<file path="src/rtl/parking_meter_pkg.sv">
// Shared constants and state encoding for the parking meter controller.
package parking_meter_pkg;

    localparam int unsigned TW         = 14;
    localparam int unsigned MAX_TIME   = 9999;
    localparam int unsigned LOW_THRESH = 180;

    localparam int unsigned ADD0 = 60;
    localparam int unsigned ADD1 = 120;
    localparam int unsigned ADD2 = 180;
    localparam int unsigned ADD3 = 300;

    localparam int unsigned PRESET0 = 16;
    localparam int unsigned PRESET1 = 150;

    typedef logic [TW-1:0] time_t;
    // One spare bit so decrement/add results can exceed MAX_TIME before clamping.
    typedef logic [TW:0]   wide_t;

    typedef enum logic [1:0] {
        StExpired = 2'd0,
        StLow     = 2'd1,
        StNormal  = 2'd2
    } meter_state_e;

    // Display state implied by a remaining-time value.
    function automatic meter_state_e decode_state(input time_t t);
        if (t == '0) begin
            return StExpired;
        end else if (t < time_t'(LOW_THRESH)) begin
            return StLow;
        end else begin
            return StNormal;
        end
    endfunction

endpackage

</file>
<file path="src/rtl/parking_meter_ctrl_blink.sv">
// Half-second / second phase tracking and display flash control.
module meter_blink_gen
    import parking_meter_pkg::*;
(
    input  logic         clk,
    input  logic         rst,
    input  logic         tick_2hz,
    input  logic         clear,
    input  meter_state_e state,
    output logic         second_elapsed,
    output logic         blank
);

    logic half_q, half_d;
    logic sec_phase_q, sec_phase_d;
    logic blank_q, blank_d;

    // Advance the flash phases; blank follows the state the meter is entering.
    always_comb begin
        second_elapsed = tick_2hz & half_q;
        half_d         = half_q ^ tick_2hz;
        sec_phase_d    = sec_phase_q ^ second_elapsed;
        if (clear) begin
            // Restart the blink with the display on.
            half_d      = 1'b0;
            sec_phase_d = 1'b0;
        end
        blank_d = 1'b0;
        unique case (state)
            StLow:     blank_d = half_d;
            StExpired: blank_d = sec_phase_d;
            default:   blank_d = 1'b0;
        endcase
    end

    // Phase and blank registers.
    always_ff @(posedge clk or posedge rst) begin
        if (rst) begin
            half_q      <= 1'b0;
            sec_phase_q <= 1'b0;
            blank_q     <= 1'b0;
        end else begin
            half_q      <= half_d;
            sec_phase_q <= sec_phase_d;
            blank_q     <= blank_d;
        end
    end

    assign blank = blank_q;

endmodule

</file>
<file path="src/rtl/parking_meter_ctrl.sv">
// Parking meter controller: remaining-time register, saturating add, state decode.
module parking_meter_ctrl
    import parking_meter_pkg::*;
(
    input  logic          clk,
    input  logic          rst,
    input  logic          tick_2hz,
    input  logic [3:0]    add_pulse,
    input  logic [1:0]    preset_pulse,
    output logic [TW-1:0] time_left,
    output logic [1:0]    state,
    output logic          blank,
    output logic          expired
);

    time_t        time_q, time_d;
    meter_state_e state_q, state_d;
    logic         expired_q, expired_d;
    logic         second_elapsed;
    logic         clear;
    wide_t        sum;

    // Next remaining time: preset overrides everything, else decrement then add and clamp.
    always_comb begin
        clear = (preset_pulse != 2'b00) || (add_pulse != 4'b0000);
        sum   = {1'b0, time_q};
        if (second_elapsed && (time_q != '0)) begin
            sum = sum - wide_t'(1);
        end
        if (add_pulse[0]) sum = sum + wide_t'(ADD0);
        if (add_pulse[1]) sum = sum + wide_t'(ADD1);
        if (add_pulse[2]) sum = sum + wide_t'(ADD2);
        if (add_pulse[3]) sum = sum + wide_t'(ADD3);
        if (sum > wide_t'(MAX_TIME)) begin
            sum = wide_t'(MAX_TIME);
        end

        if (preset_pulse[0]) begin
            time_d = time_t'(PRESET0);
        end else if (preset_pulse[1]) begin
            time_d = time_t'(PRESET1);
        end else begin
            time_d = sum[TW-1:0];
        end

        state_d   = decode_state(time_d);
        expired_d = (time_d == '0);
    end

    // Time, state and expired registers.
    always_ff @(posedge clk or posedge rst) begin
        if (rst) begin
            time_q    <= '0;
            state_q   <= StExpired;
            expired_q <= 1'b1;
        end else begin
            time_q    <= time_d;
            state_q   <= state_d;
            expired_q <= expired_d;
        end
    end

    meter_blink_gen u_blink (
        .clk            (clk),
        .rst            (rst),
        .tick_2hz       (tick_2hz),
        .clear          (clear),
        .state          (state_d),
        .second_elapsed (second_elapsed),
        .blank          (blank)
    );

    assign time_left = time_q;
    assign state     = state_q;
    assign expired   = expired_q;

endmodule
</file>
<file path="config.mk">
export PLATFORM = sky130hd
export DESIGN_NAME = parking_meter_ctrl
export DESIGN_NICKNAME = d
export VERILOG_FILES = /design/src/rtl/parking_meter_pkg.sv /design/src/rtl/parking_meter_ctrl_blink.sv /design/src/rtl/parking_meter_ctrl.sv
export SDC_FILE = /design/constraint.sdc
export NUM_CORES = 1
export LEC_CHECK = 0
export CAP_MARGIN = 15
export CORE_MARGIN = 2
export CORE_UTILIZATION = 55
export DETAILED_ROUTE_END_ITERATION = 12
export DONT_BUFFER_PORTS = 1
export PLACE_DENSITY = 0.76
export SLEW_MARGIN = 30
export SYNTH_ARGS = -nofsm -noshare
export SYNTH_HDL_FRONTEND = slang
export SYNTH_SLANG_ARGS = --single-unit
</file>
<file path="constraint.sdc">
create_clock -name clk -period 6.22 [get_ports clk]
set_input_delay 1.244 -clock clk [delete_from_list [all_inputs] [get_ports clk]]
set_output_delay 1.244 -clock clk [all_outputs]
set_load 0.01 [all_outputs]
</file>
Word level (Yosys, flattened, before mapping)
Cells that the tools add are included.
W data, S select, Z words.
{ "word_totals": {"word_cells": 37, "ramBits": 0, "mem_bits_ro": 0, "n_memories": 0, "output_inout_bits": 18, "latchBits": 0, "regBits": 20} }
{ "classes": {"add_sub_neg": 5, "bitwise": 3, "magnitude_cmp": 2, "eq_ne": 1, "n_mux": 13, "mul": 0, "shifts": 0, "n_div": 0, "n_reduce_logical": 7} }
{ "op_table": {"columns": ["op", "n"], "rows": [
  ["$mux W15", 5],
  ["$mux W14", 3],
  ["$add A15 B6 Y15 const B", 1],
  ["$add A15 B7 Y15 const B", 1],
  ["$add A15 B8 Y15 const B", 1],
  ["$add A15 B9 Y15 const B", 1],
  ["$gt A15 B14 Y1 const B", 1],
  ["$sub A14 B1 Y15 const B", 1],
  ["$logic_not A14 Y1", 1],
  ["$lt A14 B8 Y1 const B", 1],
  ["$reduce_bool A14 Y1", 1],
  ["$mux W2", 2],
  ["$reduce_bool A4 Y1", 1],
  ["$eq A2 B1 Y1 const B", 1],
  ["$logic_not A2 Y1", 1],
  ["$mux W1", 2],
  ["$pmux W1 S2", 1],
  ["$reduce_bool A2 Y1", 1],
  ["$xor A1 B1 Y1", 2],
  ["$and A1 B1 Y1", 1],
  ["$logic_and A1 B1 Y1", 1],
  ["$logic_or A1 B1 Y1", 1]
]} }

Depth between registers and ports, before layout
{ "depth": {"ltp_word": 20, "depth_mapped": 26} }

Cells and area by module
From an unflattened synthesis, not the netlist that was laid out.
{ "hier_totals": {"cells_unflattened": 434, "area_unflattened_um2": 3505.9} }
{ "modules_own_cells": {"columns": ["mod", "cells_per_inst", "instances", "area_each_um2"], "rows": [
  ["parking_meter_ctrl", 423, 1, 3370.7],
  ["meter_blink_gen", 11, 1, 135.1]
]} }

Least setup slack after synthesis
OpenSTA, ideal clock, no wires.
{ "synth_path": {"path_type": "input to register", "start": "in tick_2hz", "end": "reg u_blink.blank_q (netlist: u_blink.blank)", "slack_ps": -269, "setup_time_ps": 120, "arrival_time_ps": 6369, "cell_stages": 26, "path_cell_list": "ha_1 -> buf_4 -> or4b_1 -> clkbuf_1 -> and2_4 -> a21oi_2 -> ha_1 -> nand2_1 -> a21boi_0 -> or2_2 -> ha_1 -> nand2_1 -> nor3_1 -> a2bb2oi_1 -> nor4bb_1 -> or2_1 -> buf_2 -> a21oi_1 -> mux2_2 -> nor2_1 -> xnor2_1 -> xor2_1 -> nand4b_1 -> nor4b_1 -> mux2_2 -> and4_1"} }
{ "synth_via": {"elab_chain_cells": 20, "elab_cells_between_ends": 26, "classes_between": "add/sub (4); order compare (2); eq/ne (1); mux (13); bitwise (3); reduce/logical (3)"} }
{ "synth_rtl": {"columns": ["element", "line", "rtl"], "rows": [
  ["from (decl)", "parking_meter_ctrl.sv:7", "input logic tick_2hz,"],
  ["$and A1 B1 Y1", "parking_meter_ctrl_blink.sv:20", "second_elapsed = tick_2hz & half_q;"],
  ["$logic_and A1 B1 Y1", "parking_meter_ctrl.sv:27", "if (second_elapsed && (time_q != '0)) begin"],
  ["$mux W15", "parking_meter_ctrl.sv:27", null],
  ["$add A15 B6 Y15", "parking_meter_ctrl.sv:30", "if (add_pulse[0]) sum = sum + wide_t'(ADD0);"],
  ["$mux W15", "parking_meter_ctrl.sv:30", null],
  ["$add A15 B7 Y15", "parking_meter_ctrl.sv:31", "if (add_pulse[1]) sum = sum + wide_t'(ADD1);"],
  ["$mux W15", "parking_meter_ctrl.sv:31", null],
  ["$add A15 B8 Y15", "parking_meter_ctrl.sv:32", "if (add_pulse[2]) sum = sum + wide_t'(ADD2);"],
  ["[5 not listed]", null, null],
  ["$mux W14", "parking_meter_ctrl.sv:40", "end else if (preset_pulse[1]) begin"],
  ["$mux W14", "parking_meter_ctrl.sv:38", "if (preset_pulse[0]) begin"],
  ["$lt A14 B8 Y1", "parking_meter_pkg.sv:30", "end else if (t < time_t'(LOW_THRESH)) begin"],
  ["$mux W2", "parking_meter_pkg.sv:30", null],
  ["$mux W2", "parking_meter_pkg.sv:28", "if (t == '0) begin"],
  ["$eq A2 B1 Y1 / $logic_not A2 Y1 (equally long branches)", "parking_meter_ctrl_blink.sv:29", "unique case (state)"],
  ["$pmux W1 S2 *", "parking_meter_ctrl_blink.sv:29", null],
  ["net u_blink.blank_d", "parking_meter_ctrl_blink.sv:16", "logic blank_q, blank_d;"],
  ["to (signal assigned)", "parking_meter_ctrl_blink.sv:45", "blank_q <= blank_d;"],
  ["to (decl)", "parking_meter_ctrl_blink.sv:16", null]
]} }
The timed path passes the listed nets; every way through them passes the cells marked *.

Final worst setup path
{ "layout_path": {"start": "in tick_2hz", "end": "reg time_q[12] (netlist: time_left[12])"} }
{ "layout_via": {"elab_chain_cells": 15} }
{ "layout_rtl": {"columns": ["element", "line", "rtl"], "rows": [
  ["$and A1 B1 Y1 *", "parking_meter_ctrl_blink.sv:20", null],
  ["$logic_and A1 B1 Y1 *", "parking_meter_ctrl.sv:27", null],
  ["$mux W15 *", "parking_meter_ctrl.sv:27", null],
  ["$add A15 B6 Y15", "parking_meter_ctrl.sv:30", null],
  ["$mux W15 *", "parking_meter_ctrl.sv:30", null],
  ["$add A15 B7 Y15", "parking_meter_ctrl.sv:31", null],
  ["$mux W15 *", "parking_meter_ctrl.sv:31", null],
  ["$add A15 B8 Y15", "parking_meter_ctrl.sv:32", null],
  ["$mux W15 *", "parking_meter_ctrl.sv:32", null],
  ["$add A15 B9 Y15", "parking_meter_ctrl.sv:33", "if (add_pulse[3]) sum = sum + wide_t'(ADD3);"],
  ["$mux W15 *", "parking_meter_ctrl.sv:33", null],
  ["$gt A15 B14 Y1", "parking_meter_ctrl.sv:34", "if (sum > wide_t'(MAX_TIME)) begin"],
  ["$mux W14 *", "parking_meter_ctrl.sv:34", null],
  ["$mux W14 *", "parking_meter_ctrl.sv:40", null],
  ["$mux W14 *", "parking_meter_ctrl.sv:38", null],
  ["net time_d[12]", "parking_meter_ctrl.sv:16", "time_t time_q, time_d;"],
  ["to (signal assigned)", "parking_meter_ctrl.sv:57", "time_q <= time_d;"],
  ["to (decl)", "parking_meter_ctrl.sv:16", null]
]} }
Marks and branches as above.

==> reports/metrics.csv <==
metric;value;unit
min_to;u_blink.sec_phase_q;
port_buffers;0;
overflow;0;
num_io_pins;27;
r2r_cells;25;
cp.required;6.35;ns
final_cell_mix;xnor2_1 (34), nor2_1 (31), nand2_1 (31);
cts_num_sinks;20;
r2r_end;time_left[12];
clockBufferDepth;2;
synth_enable_flop_cells;0;
stdcell_area;3610;um2
period_share;96.6;%
syn_to_final_growth;12.0;%
maxSlewViolCount;0;
insertion_delay;0.25;ns
start_util;57.8;%
synth_seq_area_share;15.6;%
status;complete, no violations;
rrSetupSlack;0.38;ns
synth_cell_types;86;
n_antenna_cell;0;
viasPerCell;6.69;
cp_max_fo;7;
placed_cell_area;3480;um2
grt_pass1_wl;16000;um
gp_congestion;0.911;
dpl_worst_slack;-0.0221;ns
htree_levels;1;
synth_compound_area_share;31.5;%
synth_ff_type;dfrtp_1;
setup_slack;0.211;ns
async_reset_ff_share;100;%
yosys_warnings;0;
die_area;6480;um2
drt_pass1_iterations;5;
grt_usage;31.4;%
dpl.hpwl;7780;um
clkTransAtPathRegs;0.07;ns
hold_violations;0;
powerDensity;349;nW/um2
rsz0062_at_grt;no;
synth_xor_area_share;12.4;%
drcViolationCount;0;
synth_top_family_by_area;simple AND/OR/NAND/NOR gates;
r2r_start;time_left[0];
netlist_area;3220;um2
grt_max_degree;21;
ant_nets;0;
min_period;6.01;ns
avgSynthCellArea;7.54;um2
muxShareOfSynthArea;2.33;%
p_leak;1.32;nW
drv_cap;0;
max_freq;166;MHz
synth_nets;442;
setup_viol;0;
root_buffer;clkbuf_8;
final_common_cell;xnor2_1;
final.fill_count;468;
hp-class;reg -> reg;
grt_pass1_vias;3124;
cts_tree;built;
die_x;80.5;um
routed_wl;9890;um
worstHoldPathCells;2;
rows;27;
ys_ff_latch;20;
hold_buffers;0;
synthSimpleGateAreaFrac;31.5;%
syn_inst;427;
nNetsFinal;457;
drtIter0Drc;272;
crit_type;in -> reg;
drive_above_1_share;18.4;%
vdd_drop_max;0.000258;V
cp-end-kind;register;
relSlewSlack;50.8;%
min-delay-start;u_blink.sec_phase_q;
start_kind;primary input;
worst_slew_pin_slew;0.730;ns
synth_adder_area_share;2.33;%
vias;3433;
wl_per_cell;19.3;um
cp.arrival;6.14;ns
grt_antenna_before_repair;0;
die_y;80.5;um
coreArea;5570;um2
numCtsBuffers;3;
skew;0.00293;ns
[layer usage]
metal | share of wire, % | vias to the layer above | GRT usage, %
met5 | 0 | - | 0
met4 | 1.9 | 0 | 6.27
met3 | 8.0 | 19 | 7.64
met2 | 44 | 155 | 48.9
met1 | 46 | 1601 | 44.1
li1 | - | 1658 | -
[repair_timing]
item / 4_1_cts / 5_1_grt
buffers inserted: 0 / 3
endpoints found under the setup margin: 0 / 17
gates resized for setup: 0 / 10
[registers in the layout (all words and copies together) (netlist names)]
register,cells
u_blink.sec_phase_q,1
state,2
u_blink.half_q,1
u_blink.blank,1
expired,1
time_left,14
[critical path, stage by stage]
cell       delay [ns]
ha_1             0.14
or4b_4           0.48
and2_4           0.21
a21oi_4          0.15
ha_4             0.16
nand2_1          0.06
a21boi_1         0.15
or2_2            0.30
ha_1             0.20
nand2_1          0.11
nor3_1           0.06
a2bb2oi_1        0.22
a2bb2oi_1        0.13
or2_4            0.31
a21oi_1          0.17
mux2i_1          0.14
a221oi_2         0.44
mux2i_2          0.39
a2111oi_4        0.09
xnor2_1          0.19
a311oi_4         0.29
buf_4            0.17
a31oi_4          0.05
nor4_2           0.29
[cells by family (layout without fill, tap and decap cells)]
group / after synthesis / in the layout
buf+inv: 36 / 50
mux: 7 / 7
fa+ha+maj: 6 / 6
flops: 20 / 20
xor+xnor: 44 / 44
simple gates: 178 / 178
compound gates: 136 / 136
[synth_stat cells, types with 4 or more instances]
| cell type | number | area [um2] |
|---|---|---|
| nand2_1 | 31 | 116 |
| inv_1 | 18 | 67.6 |
| mux2_2 | 4 | 45.0 |
| clkbuf_1 | 14 | 52.6 |
| o31ai_1 | 4 | 30.0 |
| a211oi_1 | 9 | 67.6 |
| or2_2 | 9 | 56.3 |
| nand4_1 | 6 | 37.5 |
| nor3_1 | 25 | 125 |
| o21ai_0 | 15 | 75.1 |
| a2bb2oi_1 | 4 | 35.0 |
| o21a_1 | 9 | 67.6 |
| a21oi_1 | 28 | 140 |
| and2_1 | 8 | 50.1 |
| nor2_1 | 32 | 120 |
| xnor2_1 | 35 | 307 |
| ha_1 | 6 | 75.1 |
| nand3_1 | 18 | 90.1 |
| a31oi_1 | 7 | 43.8 |
| o21ai_1 | 4 | 20.0 |
| dfrtp_1 | 19 | 475 |
| nand2b_1 | 5 | 31.3 |
| xor2_1 | 8 | 70.1 |
| nor4_1 | 7 | 43.8 |
[how the worst max path moves through the flow]
| stage | from | endpoint |
|---|---|---|
| floorplan | tick_2hz | time_left[10] |
| global placement | tick_2hz | time_left[8] |
| finish | tick_2hz | time_left[12] |
| global route | tick_2hz | time_left[12] |
| CTS | tick_2hz | time_left[8] |
| detailed placement | tick_2hz | time_left[8] |
[final cells by class]
type	count	area, um2	area share (%)
Tap cell	72	90.1	2.50
Timing Repair Buffer	28	210	5.83
Inverter	18	67.6	1.87
Clock buffer	4	55.1	1.53
Sequential cell	20	502	13.9
Multi-Input combinational cell	371	2680	74.4
[report_power, final]
group	switching, W	total [W]	internal, W
Combinational	0.000580	0.000957	0.000377
Sequential	0.0000537	0.000207	0.000153
Clock	0.0000388	0.0000950	0.0000562
Total	0.000673	0.00126	0.000586
[metrics by stage]
stage	instances	hold WS, ns	setup TNS, ns	total power (W)	util [%]
2_1_floorplan	427	0.510	0	0.000891	-
3_3_place_gp	506	0.533	0	0.00110	62.4
3_5_place_dp	506	0.543	-0.0914	0.00111	62.4
4_1_cts	510	0.558	0	0.00121	63.4
5_1_grt	513	0.595	0	0.00136	64.7
6_report	513	0.562	0	0.00126	64.7
No activity file was read; power rests on OpenSTA's default activity.
